## src/rtl/arm_pkg.sv

```systemverilog
// Shared constants for the ARM-subset pipeline: datapath width, register count,
// PC alias address and status-register bit positions.
package arm_pkg;

    localparam int DATA_W   = 32;
    localparam int NUM_REGS = 15;

    localparam logic [3:0] REG_PC = 4'd15;

    localparam int SR_N = 3;
    localparam int SR_Z = 2;
    localparam int SR_C = 1;
    localparam int SR_V = 0;

    typedef logic [3:0] reg_addr_t;
    typedef logic [3:0] status_t;

endpackage

```

## src/rtl/register_file_wb_if.sv

```systemverilog
// ID/WB/EXE-facing signal bundle of the register file. The pipeline side is the
// master and the register file is the slave.
interface register_file_wb_if
    import arm_pkg::*;
#(
    parameter int DW = DATA_W
);
    reg_addr_t         src1;
    reg_addr_t         src2;
    logic [DW-1:0]     Val_Rn;
    logic [DW-1:0]     Val_Rm;
    logic              writeBackEn;
    reg_addr_t         Dest_wb;
    logic [DW-1:0]     Result_WB;
    logic [DW-1:0]     pc_id;
    logic              S_EXE;
    status_t           status_bits;
    logic              freeze;
    status_t           SR;
    logic [15:0]       wr_count;

    modport master (
        output src1, src2, writeBackEn, Dest_wb, Result_WB, pc_id,
               S_EXE, status_bits, freeze,
        input  Val_Rn, Val_Rm, SR, wr_count
    );

    modport slave (
        input  src1, src2, writeBackEn, Dest_wb, Result_WB, pc_id,
               S_EXE, status_bits, freeze,
        output Val_Rn, Val_Rm, SR, wr_count
    );
endinterface

```

## src/rtl/status_register.sv

```systemverilog
// 4-bit {N,Z,C,V} holding register with load enable and async active-high reset.
// Shared with the EXE stage model.
module status_register
    import arm_pkg::*;
(
    input  logic    clk,
    input  logic    rst,
    input  logic    en_i,
    input  status_t d_i,
    output status_t q_o
);
    status_t sr_q;
    status_t sr_d;

    assign sr_d = en_i ? d_i : sr_q;

    always_ff @(posedge clk or posedge rst) begin
        if (rst) begin
            sr_q <= '0;
        end else begin
            sr_q <= sr_d;
        end
    end

    assign q_o = sr_q;
endmodule

```

## src/rtl/register_file_wb.sv

```systemverilog
// Architectural register file R0..R14 with one write port, two bypassed combinational
// read ports, a PC alias at address 15, and the status register.
module register_file_wb #(
    parameter int NUM_REGS = arm_pkg::NUM_REGS,
    parameter int DATA_W   = arm_pkg::DATA_W
) (
    input  logic               clk,
    input  logic               rst,
    register_file_wb_if.slave  bus
);
    import arm_pkg::*;

    logic [DATA_W-1:0] regs_q [NUM_REGS];
    logic [15:0]       wr_count_q;
    logic [15:0]       wr_count_d;
    logic              wr_en;
    logic              sr_en;

    // Writes aimed at the PC alias are dropped and not counted.
    assign wr_en      = bus.writeBackEn && (bus.Dest_wb != REG_PC);
    assign wr_count_d = wr_en ? wr_count_q + 16'd1 : wr_count_q;

    always_ff @(posedge clk or posedge rst) begin
        if (rst) begin
            for (int i = 0; i < NUM_REGS; i++) begin
                regs_q[i] <= DATA_W'(i);
            end
            wr_count_q <= '0;
        end else begin
            if (wr_en) begin
                regs_q[bus.Dest_wb] <= bus.Result_WB;
            end
            wr_count_q <= wr_count_d;
        end
    end

    // Bypass does not look at rst, so WB data is still forwarded while storage is held in reset.
    always_comb begin
        if (bus.src1 == REG_PC) begin
            bus.Val_Rn = bus.pc_id + DATA_W'(4);
        end else if (bus.writeBackEn && (bus.Dest_wb == bus.src1)) begin
            bus.Val_Rn = bus.Result_WB;
        end else begin
            bus.Val_Rn = regs_q[bus.src1];
        end
    end

    always_comb begin
        if (bus.src2 == REG_PC) begin
            bus.Val_Rm = bus.pc_id + DATA_W'(4);
        end else if (bus.writeBackEn && (bus.Dest_wb == bus.src2)) begin
            bus.Val_Rm = bus.Result_WB;
        end else begin
            bus.Val_Rm = regs_q[bus.src2];
        end
    end

    assign sr_en = bus.S_EXE && !bus.freeze;

    status_register u_status_register (
        .clk  (clk),
        .rst  (rst),
        .en_i (sr_en),
        .d_i  (bus.status_bits),
        .q_o  (bus.SR)
    );

    assign bus.wr_count = wr_count_q;
endmodule

```

## src/flat_wrapper.sv

```systemverilog
// flat-port wrapper written by rule: the top's interface ports become plain ports
module register_file_wb_flat import arm_pkg::*;
#(
    parameter int NUM_REGS = arm_pkg::NUM_REGS,
    parameter int DATA_W   = arm_pkg::DATA_W
)
  (clk, rst, bus_src1, bus_src2, bus_writeBackEn, bus_Dest_wb, bus_Result_WB, bus_pc_id, bus_S_EXE, bus_status_bits, bus_freeze, bus_Val_Rn, bus_Val_Rm, bus_SR, bus_wr_count);
  register_file_wb_if #(.DW(32)) bus_i ();
  input  logic clk;
  input  logic rst;
  input wire logic [$bits(bus_i.src1)-1:0] bus_src1;
  input wire logic [$bits(bus_i.src2)-1:0] bus_src2;
  input wire logic [$bits(bus_i.writeBackEn)-1:0] bus_writeBackEn;
  input wire logic [$bits(bus_i.Dest_wb)-1:0] bus_Dest_wb;
  input wire logic [$bits(bus_i.Result_WB)-1:0] bus_Result_WB;
  input wire logic [$bits(bus_i.pc_id)-1:0] bus_pc_id;
  input wire logic [$bits(bus_i.S_EXE)-1:0] bus_S_EXE;
  input wire logic [$bits(bus_i.status_bits)-1:0] bus_status_bits;
  input wire logic [$bits(bus_i.freeze)-1:0] bus_freeze;
  output wire logic [$bits(bus_i.Val_Rn)-1:0] bus_Val_Rn;
  output wire logic [$bits(bus_i.Val_Rm)-1:0] bus_Val_Rm;
  output wire logic [$bits(bus_i.SR)-1:0] bus_SR;
  output wire logic [$bits(bus_i.wr_count)-1:0] bus_wr_count;
  assign bus_i.src1 = bus_src1;
  assign bus_i.src2 = bus_src2;
  assign bus_i.writeBackEn = bus_writeBackEn;
  assign bus_i.Dest_wb = bus_Dest_wb;
  assign bus_i.Result_WB = bus_Result_WB;
  assign bus_i.pc_id = bus_pc_id;
  assign bus_i.S_EXE = bus_S_EXE;
  assign bus_i.status_bits = bus_status_bits;
  assign bus_i.freeze = bus_freeze;
  assign bus_Val_Rn = bus_i.Val_Rn;
  assign bus_Val_Rm = bus_i.Val_Rm;
  assign bus_SR = bus_i.SR;
  assign bus_wr_count = bus_i.wr_count;
  register_file_wb #(.NUM_REGS(NUM_REGS), .DATA_W(DATA_W)) u_core (.clk(clk), .rst(rst), .bus(bus_i));
endmodule
```

## config.mk

```make
export PLATFORM = sky130hd
export DESIGN_NAME = register_file_wb_flat
export DESIGN_NICKNAME = d
export VERILOG_FILES = /design/src/rtl/arm_pkg.sv /design/src/rtl/register_file_wb_if.sv /design/src/rtl/status_register.sv /design/src/rtl/register_file_wb.sv /design/src/flat_wrapper.sv
export SDC_FILE = /design/constraint.sdc
export NUM_CORES = 1
export LEC_CHECK = 0
export ABC_AREA = 1
export CAP_MARGIN = 5
export CORE_MARGIN = 1
export CORE_UTILIZATION = 45
export DETAILED_ROUTE_END_ITERATION = 8
export GPL_TIMING_DRIVEN = 0
export PLACE_DENSITY = 0.65
export RECOVER_POWER = 50
export SETUP_SLACK_MARGIN = 0.1
export SLEW_MARGIN = 15
export SYNTH_ARGS = -nofsm -noshare
export SYNTH_HDL_FRONTEND = slang
export SYNTH_SLANG_ARGS = --single-unit
```

## constraint.sdc

```tcl
create_clock -name clk -period 22 [get_ports clk]
set_clock_uncertainty 0.2 [all_clocks]
set_input_delay 2.2 -clock clk [delete_from_list [all_inputs] [get_ports clk]]
set_output_delay 2.2 -clock clk [all_outputs]
set_load 0.05 [all_outputs]
```

; After elaboration in Yosys (flattened, before gate mapping)
; Cells that the tools add are included.
[totals]
reg_bits = 500
input_bits = 85
out_inout_bits = 84
word_cells = 50
[classes]
n_addsub = 2
order_cmp = 4
eq_ne = 5
muxes = 13
bitwise = 3
n_reduce_logical = 6
[op_table]
columns = cell, n
row1 = $bwmux 480, 1
row2 = $mux 32, 9
row3 = $bmux 32 s4, 2
row4 = $demux 32 s4, 1
row5 = $add 32x3->32 const B, 1
row6 = $add 16x1->16 const B, 1
row7 = $ge 5x5->1 const B, 3
row8 = $not 4->5, 3
row9 = $eq 4x4->1, 2
row10 = $eq 4x4->1 const B, 2
row11 = $logic_and 1x1->1, 5
row12 = $lt 5x1->1 const B, 1
row13 = $ne 4x4->1 const B, 1
row14 = $logic_not 1->1, 1

; Longest topological paths before layout
[logic_depth]
depth_word = 6
ltp_mapped = 13
ltp_nobuf = 11

; Modules after synthesis
; From an unflattened synthesis, not the netlist that was laid out.
[hier_totals]
hier_cells = 4548
area_unflattened_um2 = 29722.3
[by_module_without_submodules]
columns = module, n_inst, cells_per_inst, area_per_inst_um2, seq_area_each_um2
row1 = register_file_wb, 1, 4530, 29569.6, 12446.9
row2 = status_register, 1, 18, 152.6, 100.1

; Worst setup path before layout
; No wires, ideal clock.
[synth_timing]
kind = input to output
startpoint = input port bus_src1[1]
endpoint = output port bus_Val_Rn[19]
arrival_ps = 3674
required_time_ps = 19600
setup_slack_ps = 15926
stages = 12
path_buffers = 2
cell_sequence = buf_2 inv_1 nor2_2 clkbuf_1 nand2_1 nand3_1 nand2_1 nand2_1 nor2_1 nand2_1 nand2_1 nand2_1
[synth_between]
elab_chain_cells = 6
word_cells_on_any_way = 9
classes_between = eq/ne: 2 / mux: 5 / bitwise: 1 / reduce/logical: 1
[synth_rtl]
columns = item, line
row1 = "start, declared", flat_wrapper.sv:11  ; input wire logic [$bits(bus_i.src1)-1:0] bus_src1;
row2 = $not 4->5 (implied by the code), register_file_wb.sv:44  ; bus.Val_Rn = regs_q[bus.src1];
row3 = $bmux 32 s4, register_file_wb.sv:44
row4 = $mux 32 (implied by the code) (2 in a row), register_file_wb.sv:44
row5 = $mux 32, register_file_wb.sv:41  ; end else if (bus.writeBackEn && (bus.Dest_wb == bus.src1)) begin
row6 = $mux 32 *, register_file_wb.sv:39  ; if (bus.src1 == REG_PC) begin
row7 = "end, declared", flat_wrapper.sv:20  ; output wire logic [$bits(bus_i.Val_Rn)-1:0] bus_Val_Rn;
; Mark *: on every way between the ends. The rest lies on a longest branch, timed or not. The select of a mux whose other input is x is not followed.

==> impl_metrics.ini <==
[synth]
synth-compound-area-share = 0.110
synthAdderAreaFrac = 0.000841
synthFlopType = dfrtp_1
yosysSeqAreaShare = 0.422
synth_area_um2 = 29700
synth_seq_cells = 500
synthSimpleGateAreaFrac = 0.368
synth_top_family_by_area = simple AND/OR/NAND/NOR gates
ys_warn_count = 0
synthCells = 4538
synth-xor-area-share = 0.00884
synthArstFlopShare = 1.00
synth_nets = 4625
synthDistinctLibCells = 34
synthMuxAreaShare = 0.00151
synth_edf_count = 0
avgSynthCellArea_um2 = 6.55

[final_layout]
post-route-util = 0.531
syn_to_final_growth_pct = 15.8
final_cell_mix = nand2_1 (1,872), dfrtp_1 (472), o21ai_0 (398)
nNetsFinal = 4850
layout_commonest_cell = nand2_1
layout-drive-gt1-share = 0.0464
insertedDiodeCount = 0

[critical_path]
critPathRequiredTime_ps = 21140
r2r_start = u_core.bus.wr_count[0]
cp-end-kind = asynchronous set/reset pin
cp-startpoint = rst
cp_max_fo = 101
start_kind = input pin
crit_type = in2async
worstPathArrival_ps = 9750

[clock_tree]
cts_tree = built
cts.clk_slew.worst_paths_ps = 60
cts_resized = 0
clock_sinks = 500
clk_path_buf_depth = 3
postCtsSetupBuffers = 0
hold_buffers = 0
root_buffer = clkbuf_16
numCtsBuffers = 58
clk_latency_ps = 630
htree_levels = 2

[global_route]
grt_usage = 0.417
grt_max_degree = 111
grt_pass1_vias = 30400
antenna_found_initial = 4
grt-ovfl-total = 0
grt_pass1_wl_um = 205000

[power_and_ir_drop]
power.total_w = 0.00321
leakage_nw = 16.6
vdd_drop_max_mv = 0.0640
power.density_nw_per_um2 = 93.3

[sta]
worst_slew_pin_slew_ps = 5830
post-route-period-util = 0.482
layout_setup_ws_ps = 11390
timing.fmax_mhz = 94.2
hold_viol = 0
timing.final.crit_period_ps = 10610
grt_setup_unrepaired = false
slew_viol_final = 315
hold_ws_ps = 285
setup_viol = 0
finalSetupTns_ps = 0
relSlewSlack = -2.89

[hold_path]
min_from = u_core.regs_q[474]
min_path_type = reg2reg

[job]
max-cap-violations = 4

[placed_design]
gp_congestion = 1.01
dp_worst_setup_slack_ps = 13350
port_buffers = 161
dpl.hpwl_um = 104000

[routing]
ant_nets = 0
vias_per_cell = 5.79
drtIter0Drc = 4693
finalWirelength_um = 141000
wl_per_cell_um = 24.9
drc_errors = 0
vias = 32800
first_pass_iters = 7

[die]
core_um2 = 64900
die-area_um2 = 67100
io_pins = 169
fp.dieW_um = 259
num_rows = 93
die_y_um = 259
start_util = 0.458

[run_status]
violations = max-capacitance violations, max-slew violations
run_status = finished, violations left
[layer usage]
metal | share of wire | up-vias | routed length [um] | track usage
met2 | 0.42 | 2164 | 59000 | 0.613
met4 | 0.054 | 4 | 7630 | 0.205
li1 | - | 14800 | - | -
met1 | 0.40 | 15400 | 55800 | 0.562
met3 | 0.13 | 431 | 18600 | 0.119
met5 | 0.00019 | - | 27 | 0
[flip-flops by register name (all words and copies together) (netlist names)]
| signal | flops |
|---|---|
| u_core.regs_q | 480 |
| u_core.bus.wr_count | 16 |
| u_core.u_status_register.q_o | 4 |
[synthesized netlist by cell type (17+ instances only)]
master | number | area, um2
nand2_1 | 1872 | 7030
dfrtp_1 | 472 | 11800
o21ai_0 | 397 | 1990
nand3_1 | 369 | 1850
inv_1 | 363 | 1360
nor2_1 | 307 | 1150
clkbuf_1 | 205 | 769
a21oi_1 | 172 | 861
nand4_1 | 109 | 682
buf_2 | 77 | 385
o211ai_1 | 40 | 300
buf_1 | 28 | 105
dfstp_2 | 28 | 736
xor2_1 | 22 | 193
o21ai_1 | 17 | 85.1
[cell families after synthesis]
group           count (synthesis)
flops                         500
buf+inv                       682
fa+ha+maj                       2
simple gates                 2691
compound gates                629
mux                             4
xor+xnor                       30
[final cells by class]
class                      instances  area [um2]
inverter                         371        1390
sequential                       500       12500
timing repair buffer             165        1670
multi-input combinational       3356       14500
tap                              855        1070
buffer                           311        1260
fill                            6633       30500
clock buffer                      83        1710
clock inverter                    25         288
[worst max-delay path, stage by stage]
cell	delay (ps)
dlygate4sd3_1	540
clkinvlp_2	2550
clkbuf_1	4230
[power by group]
group / internal, W / switching (W)
Sequential: 0.00114 / 0.000135
Clock: 0.000608 / 0.000428
Combinational: 0.000276 / 0.000628
[stage by stage]
stage | cells | area (um2)
global placement | 5554 | 32400
finish | 5666 | 34500
CTS | 5666 | 34500
floorplan | 4538 | 29700
global route | 5666 | 34500
detailed placement | 5558 | 32500
[path summary, 6_finish.rpt]
check,to,slack (ps),cells past startpoint
min in group asynchronous,u_core.bus.wr_count[7],3220,2
hold reg to reg,u_core.regs_q[474],290,2
hold / removal,u_core.regs_q[474],290,2
setup / recovery,u_core.regs_q[430],11390,3
setup reg to reg,u_core.bus.wr_count[12],20220,7
max in group clk,bus_Val_Rm[20],13110,13
Power figures use the tool's default switching activity.
